`config.mk`:
```
export PLATFORM = sky130hd
export DESIGN_NAME = inst_axi_responder
export DESIGN_NICKNAME = d
export VERILOG_FILES = /design/src/rtl/inst_axi_responder_pkg.sv /design/src/rtl/inst_axi_responder_line_buf.sv /design/src/rtl/inst_axi_responder.sv
export SDC_FILE = /design/constraint.sdc
export NUM_CORES = 1
export LEC_CHECK = 0
export CAP_MARGIN = 0
export CELL_PAD_IN_SITES_DETAIL_PLACEMENT = 1
export CELL_PAD_IN_SITES_GLOBAL_PLACEMENT = 1
export CORE_ASPECT_RATIO = 1.4
export CORE_UTILIZATION = 28
export CTS_BUF_LIST = sky130_fd_sc_hd__clkbuf_8
export CTS_CLUSTER_SIZE = 14
export DETAILED_ROUTE_END_ITERATION = 7
export PLACE_DENSITY_LB_ADDON = 0.1
export SYNTH_ARGS = -nofsm -noshare
export SYNTH_HDL_FRONTEND = slang
export SYNTH_SLANG_ARGS = --single-unit
```
`constraint.sdc`:
```
create_clock -name clk -period 2.9 [get_ports clk]
set_input_delay 0.725 -clock clk [delete_from_list [all_inputs] [get_ports clk]]
set_output_delay 0.725 -clock clk [all_outputs]
set_load 0.02 [all_outputs]
```
`src/rtl/inst_axi_responder_pkg.sv`:
```
// Shared encodings for the instruction fetch AXI responder: AXI burst/size codes,
// responder state codes and the default line length.
package inst_axi_responder_pkg;
  localparam int unsigned INST_LINE_WORDS = 4;

  localparam logic [2:0] AXI_SIZE_4B    = 3'b010;
  localparam logic [1:0] AXI_BURST_INCR = 2'b01;
  localparam logic [1:0] AXI_RESP_OKAY  = 2'b00;

  localparam logic [1:0] ST_IDLE = 2'd0;
  localparam logic [1:0] ST_AR   = 2'd1;
  localparam logic [1:0] ST_R    = 2'd2;
  localparam logic [1:0] ST_RESP = 2'd3;

  function automatic logic [31:0] line_base(input logic [31:0] a);
    return {a[31:4], 4'b0000};
  endfunction
endpackage

```
`src/rtl/inst_axi_responder_line_buf.sv`:
```
// One-line, four-word fetch buffer: storage, tag, valid flag and hit compare.
module inst_line_buf
  import inst_axi_responder_pkg::*;
(
  input  logic        clk,
  input  logic        reset,
  input  logic        wr_en,
  input  logic [1:0]  wr_idx,
  input  logic [31:0] wr_data,
  input  logic        fill_done,
  input  logic [27:0] fill_tag,
  input  logic        fill_valid,
  input  logic [1:0]  rd_idx,
  output logic [31:0] rd_data,
  input  logic [27:0] lookup_tag,
  output logic        hit
);
  logic [31:0] mem_q [INST_LINE_WORDS];
  logic [31:0] mem_d [INST_LINE_WORDS];
  logic [27:0] tag_q, tag_d;
  logic        valid_q, valid_d;

  always_comb begin
    mem_d   = mem_q;
    tag_d   = tag_q;
    valid_d = valid_q;
    if (wr_en) mem_d[wr_idx] = wr_data;
    if (fill_done) begin
      tag_d   = fill_tag;
      valid_d = fill_valid;
    end
  end

  always_ff @(posedge clk) begin
    if (reset) begin
      mem_q   <= '{default: '0};
      tag_q   <= '0;
      valid_q <= 1'b0;
    end else begin
      mem_q   <= mem_d;
      tag_q   <= tag_d;
      valid_q <= valid_d;
    end
  end

  assign rd_data = mem_q[rd_idx];
  assign hit     = valid_q && (tag_q == lookup_tag);
endmodule

```
`src/rtl/inst_axi_responder.sv`:
```
// Instruction fetch responder: SRAM-like fetch port to AXI4 read channel.
// INST_RESP_LINE_BUF_EN enables the 4-word line buffer; otherwise single-beat fetches.
module inst_axi_responder
  import inst_axi_responder_pkg::*;
#(
  parameter logic [3:0]  AXI_ID     = 4'h0,
  parameter int unsigned LINE_WORDS = INST_LINE_WORDS
) (
  input  logic        clk,
  input  logic        reset,
  input  logic        flush,
  input  logic        inst_sram_en,
  input  logic [31:0] inst_sram_addr,
  output logic [31:0] inst_sram_rdata,
  output logic        inst_sram_data_ok,
  output logic        inst_sram_stall,
  output logic [3:0]  arid,
  output logic [31:0] araddr,
  output logic [7:0]  arlen,
  output logic [2:0]  arsize,
  output logic [1:0]  arburst,
  output logic        arvalid,
  input  logic        arready,
  input  logic [3:0]  rid,
  input  logic [31:0] rdata,
  input  logic [1:0]  rresp,
  input  logic        rlast,
  input  logic        rvalid,
  output logic        rready
);
  logic [1:0]  state_q, state_d;
  logic [31:0] addr_q, addr_d, araddr_q, araddr_d, rdata_q, rdata_d;
  logic [1:0]  beat_q, beat_d;
  logic        dropped_q, dropped_d, data_ok_q, data_ok_d;
  logic        hit_resp_q, hit_resp_d, err_q, err_d;
  logic        accept, hit, buf_wr, fill_done;
  logic [31:0] hit_word, miss_araddr;
  logic [1:0]  req_idx;

  assign inst_sram_stall = (state_q == ST_AR) || (state_q == ST_R);
  assign accept          = inst_sram_en && !inst_sram_stall;

`ifdef INST_RESP_LINE_BUF_EN
  logic fill_valid;
  // A line is only trusted if every beat was OKAY and the burst ran its full length.
  assign fill_valid = !err_q && (rresp == AXI_RESP_OKAY) &&
                      (beat_q == 2'(LINE_WORDS - 1));
  assign miss_araddr = line_base(inst_sram_addr);
  assign req_idx     = addr_q[3:2];
  assign arlen       = 8'(LINE_WORDS - 1);

  inst_line_buf u_line_buf (
    .clk        (clk),
    .reset      (reset),
    .wr_en      (buf_wr),
    .wr_idx     (beat_q),
    .wr_data    (rdata),
    .fill_done  (fill_done),
    .fill_tag   (addr_q[31:4]),
    .fill_valid (fill_valid),
    .rd_idx     (inst_sram_addr[3:2]),
    .rd_data    (hit_word),
    .lookup_tag (inst_sram_addr[31:4]),
    .hit        (hit)
  );
`else
  assign miss_araddr = {inst_sram_addr[31:2], 2'b00};
  assign req_idx     = 2'b00;
  assign arlen       = 8'd0;
  assign hit         = 1'b0;
  assign hit_word    = '0;
`endif

  always_comb begin
    state_d    = state_q;
    addr_d     = addr_q;
    araddr_d   = araddr_q;
    rdata_d    = rdata_q;
    beat_d     = beat_q;
    dropped_d  = dropped_q;
    err_d      = err_q;
    data_ok_d  = 1'b0;
    hit_resp_d = 1'b0;
    buf_wr     = 1'b0;
    fill_done  = 1'b0;
    case (state_q)
      ST_AR: begin
        if (flush)   dropped_d = 1'b1;
        if (arready) state_d   = ST_R;
      end
      ST_R: begin
        if (flush) dropped_d = 1'b1;
        if (rvalid) begin
          buf_wr = 1'b1;
          beat_d = beat_q + 2'd1;
          if (rresp != AXI_RESP_OKAY) err_d = 1'b1;
          if (beat_q == req_idx) rdata_d = rdata;
          if (rlast) begin
            state_d   = ST_RESP;
            fill_done = 1'b1;
            beat_d    = '0;
            data_ok_d = !dropped_q && !flush;
          end
        end
      end
      default: begin
        state_d = ST_IDLE;
        if (accept) begin
          if (hit) begin
            data_ok_d  = !flush;
            hit_resp_d = 1'b1;
            rdata_d    = hit_word;
          end else begin
            state_d   = ST_AR;
            addr_d    = inst_sram_addr;
            araddr_d  = miss_araddr;
            dropped_d = flush;
            beat_d    = '0;
            err_d     = 1'b0;
          end
        end
      end
    endcase
  end

  always_ff @(posedge clk) begin
    if (reset) begin
      state_q    <= ST_IDLE;
      addr_q     <= '0;
      araddr_q   <= '0;
      rdata_q    <= '0;
      beat_q     <= '0;
      dropped_q  <= 1'b0;
      data_ok_q  <= 1'b0;
      hit_resp_q <= 1'b0;
      err_q      <= 1'b0;
    end else begin
      state_q    <= state_d;
      addr_q     <= addr_d;
      araddr_q   <= araddr_d;
      rdata_q    <= rdata_d;
      beat_q     <= beat_d;
      dropped_q  <= dropped_d;
      data_ok_q  <= data_ok_d;
      hit_resp_q <= hit_resp_d;
      err_q      <= err_d;
    end
  end

  // A hit response can still be withdrawn by flush in the cycle it is presented.
  assign inst_sram_data_ok = data_ok_q && !(flush && hit_resp_q);
  assign inst_sram_rdata   = rdata_q;
  assign arid              = AXI_ID;
  assign araddr            = araddr_q;
  assign arsize            = AXI_SIZE_4B;
  assign arburst           = AXI_BURST_INCR;
  assign arvalid           = (state_q == ST_AR);
  assign rready            = (state_q == ST_R);

  logic unused_sig;
  assign unused_sig = ^{rid, rresp, addr_q, err_q, buf_wr, fill_done,
                        inst_sram_addr[1:0], 32'(LINE_WORDS)};
endmodule
```
**After elaboration in Yosys (flattened, before gate mapping)**

Index checks and enable logic that the tools add are counted.

- $add $sub $neg: 1
- Eq/ne operators: 6
- Muxes and demuxes: 12
- Bitwise operators: 5
- Reductions and logical operators: 16

Operators by type and width:

| cell | count |
|---|---|
| $mux W2 | 6 |
| $reduce_and A3 Y1 | 3 |
| $pmux W2 S2 | 2 |
| $not A1 Y1 | 5 |
| $mux W1 | 4 |
| $ne A2 B1 Y1 const B | 2 |
| $ne A2 B2 Y1 const B | 2 |
| $reduce_and A2 Y1 | 2 |
| $reduce_bool A2 Y1 | 2 |
| $reduce_or A4 Y1 | 1 |
| $logic_not A1 Y1 | 3 |
| $add A2 B1 Y2 const B | 1 |
| $eq A2 B1 Y1 const B | 1 |
| $eq A2 B2 Y1 const B | 1 |
| $logic_and A1 B1 Y1 | 2 |
| $logic_not A2 Y1 | 1 |
| $reduce_or A2 Y1 | 1 |
| $logic_or A1 B1 Y1 | 1 |

- Flip-flop bits (word level): 68
- Bits of input ports: 77
- Output and inout port bits: 85
- Logic and storage cells: 46

**Depth between registers and ports, before layout**

- Depth after elaboration: 6
- Depth in mapped cells: 7
- Depth with buffers taken out: 5

**Worst setup path before layout**

OpenSTA, ideal clock, no wires.

- Kind: input port to flip-flop
- From: input port rlast
- To: register state_q[0]
- Library setup time: 121 ps
- Arrival time: 1513 ps
- Data required time: 2779 ps
- Setup slack: 1266 ps
- Stages on the path: 3
- Path buffers: 0
- Cells stage by stage: inv_2 > a222oi_1 > mux2_2

- Word-level cells in the longest chain between the ends: 2

RTL lines:

| what | line | source |
|---|---|---|
| start, declared | inst_axi_responder.sv:27 | `input logic rlast,` |
| $ne A2 B2 Y1 (no line) | - |  |
| $reduce_and A3 Y1 (no line) | - |  |
| end signal, assigned | inst_axi_responder.sv:138 | `state_q <= state_d;` |
| end, declared | inst_axi_responder.sv:31 | `logic [1:0] state_q, state_d;` |

No other way between the ends.
A chain may end at the register's enable or synchronous reset.

**Worst setup path in the final report**

- From: register state_q[0]
- To: output port inst_sram_stall

- Word-level cells in the longest chain between the ends: 2
- Elaborated cells on any way between the ends: 3
- Those cells by class: eq/ne (2); reduce/logical (1)

RTL lines:

| what | line | source |
|---|---|---|
| $eq A2 B1 Y1 / $eq A2 B2 Y1 (equally long branches) | inst_axi_responder.sv:40 | `assign inst_sram_stall = (state_q == ST_AR) \|\| (state_q == ST_R);` |
| $logic_or A1 B1 Y1 (*) | inst_axi_responder.sv:40 |  |
| end, declared | inst_axi_responder.sv:16 | `output logic inst_sram_stall,` |

Every way passes the cells marked *; elsewhere a longest branch is shown, timed or not.

==> impl_metrics.ini <==
[outcome]
status = complete, but fails checks
violations = design-rule violations

[global_route]
overflow = 0
grt_pass1_vias = 2633
grt_pass1_wl_mm = 12.6
grt_antenna_before_repair = 0
groute.usage.overall_pct = 16.5
grt_max_degree = 45

[critical_path]
crit_path_start_kind = flip-flop
critical_path_peak_fanout = 8
arrival_ns = 1.87
crit_type = flip-flop to output pin
required_ns = 2.17
critPathCaptureType = output pin

[routing]
drt_pass1_iterations = 6
drt_iter0_drc = 69
postRouteAntennaNets = 0
wl_mm = 7.78
wl_per_cell_um = 13.5
vias = 2588
vias_per_cell = 4.49
drc = 20

[floorplanning]
pin_count = 162
die_h_um = 117
initial_utilization_pct = 29.0
rows = 41
core_sq_um = 9130
die_w_um = 84.3
die_area_sq_um = 9870

[sta]
whs_ns = 0.455
fin_tns_setup_ns = 0
fin_crit_ns = 2.59
drv_slew = 0
rsz0062_at_grt = false
finalCritPeriodShare_pct = 89.4
worst_pin_slew_ns = 0.538
final_hold_viol_count = 0
fin_skew_ns = 0.00942
fmax_ghz = 0.386
setup_viol = 0
setup_ws_ns = 0.308
slew_headroom_pct = 64.1

[placement]
numPortBuffers = 134
routabilityCongestion = 0.679
placed_area_sq_um = 4020
dp_slack_ns = 0.676
place_hpwl_mm = 5.51
dp_cells = 560

[clock_network]
cts_tree = done
cts_max_level = 3
root_buffer = clkbuf_8
clkSlewWorstSetupHoldPaths_ns = 0.07
cts_buffer_depth = 2
hold_buffers = 0
cts.repair.resized = 0
clkLatencyLatePin_ns = 0.34
post_cts_buffers = 0
cts.sinks = 68
numCtsBuffers = 9

[power_and_ir_drop]
power_density_nw_per_um2 = 780
p_leak_nw = 1.58
ir_drop_mv = 0.505
p_total_mw = 3.32

[cells_and_area]
fin_util_pct = 46.5
final_common_cell = clkdlybuf4s50_1
final_nets = 545
fin_area_sq_um = 4250
antennaDiodeCount = 0
layout_common_cells = clkdlybuf4s50_1 (133), nand2_1 (125), dfxtp_1 (68)
nFillCells = 1101
drive_above_1_share_pct = 5.76
area_growth_pct = 60.2
finalNonFillerCells = 576

[logic_synthesis]
seq_area_frac_synth_pct = 51.3
ys_ff_latch = 68
synth_cell_type_count = 25
syn_area_per_cell_sq_um = 7.89
syn_inst = 336
yosysWarnings = 0
synth_area_sq_um = 2650

[job]
max-cap-violations = 0

[hold_path]
min_path_type = flip-flop to flip-flop
==> layer usage <==
layer	up-vias	wire length (um)	GRT usage, %
met4	0	153	8.97
li1	1299	-	-
met1	1190	3150	17.5
met5	-	0	0
met3	10	609	5.40
met2	89	3870	29.3
==> cells by family (layout without fill, tap and decap cells) <==
| group | after synthesis | after routing | share of synthesized area (%) |
|---|---|---|---|
| adders and majority gates | 4 | 4 | 1.89 |
| buffers and inverters | 48 | 164 | 10.2 |
| and+or+nand+nor | 143 | 143 | 21.9 |
| AOI/OAI and AO/OA | 69 | 69 | 13.5 |
| DFF | 68 | 68 | 51.3 |
| muxes | 2 | 2 | 0.849 |
| other | 2 | 19 | 0.283 |
==> final timing paths <==
kind / depth (start not counted) / slack [ns] / to / startpoint
hold / removal: 2 / 0.45 / inst_sram_rdata[9] / inst_sram_rdata[9]
hold reg to reg: 2 / 0.45 / inst_sram_rdata[9] / inst_sram_rdata[9]
setup reg to reg: 6 / 1.12 / araddr[30] / state_q[0]
setup / recovery: 4 / 0.31 / inst_sram_stall / state_q[0]
==> worst max-delay path, stage by stage, from the launching register on <==
cell and delay (ns):
dfxtp_1 0.34, inv_1 0.09, ha_1 0.40, inv_1 0.09, clkdlybuf4s50_1 0.62
==> power breakdown <==
| group | internal (mW) | switching [mW] | leakage (nW) | total, mW |
|---|---|---|---|---|
| logic | 0.553 | 0.693 | 0.904 | 1.25 |
| registers | 1.08 | 0.0720 | 0.554 | 1.15 |
| clock network | 0.552 | 0.367 | 0.122 | 0.919 |
==> sequential cells by signal (all words and copies together), names as in the netlist <==
signal           count
data_ok_q            1
beat_q               2
araddr              30
dropped_q            1
inst_sram_rdata     32
state_q              2
==> synthesized netlist by cell type <==
cell type,count,area (sq um)
a21oi_1,66,330
a222oi_1,1,10.0
and2_1,1,6.26
and3_1,2,12.5
and3b_1,1,8.76
and4bb_2,1,12.5
buf_1,7,26.3
buf_2,7,35.0
buf_4,22,165
clkbuf_1,4,15.0
conb_1,2,7.51
dfxtp_1,68,1360
ha_1,4,50.1
inv_1,7,26.3
inv_2,1,3.75
mux2_2,2,22.5
nand2_1,125,469
nand2b_1,2,12.5
nand3_1,3,15.0
nand3b_1,1,7.51
nand4bb_1,1,11.3
nor2_1,4,15.0
nor3_1,1,5.00
nor4_1,1,6.26
o2111ai_1,2,17.5
==> layout make-up <==
type | count | area, sq um | area share [%]
Inverter | 8 | 30.0 | 0.707
Timing Repair Buffer | 140 | 1410 | 33.1
Tap cell | 107 | 134 | 3.15
Sequential cell | 68 | 1360 | 32.0
Multi-Input combinational cell | 237 | 1080 | 25.5
Clock inverter | 4 | 70.1 | 1.65
Clock buffer | 12 | 165 | 3.89
(Power assumes the default switching activity.)
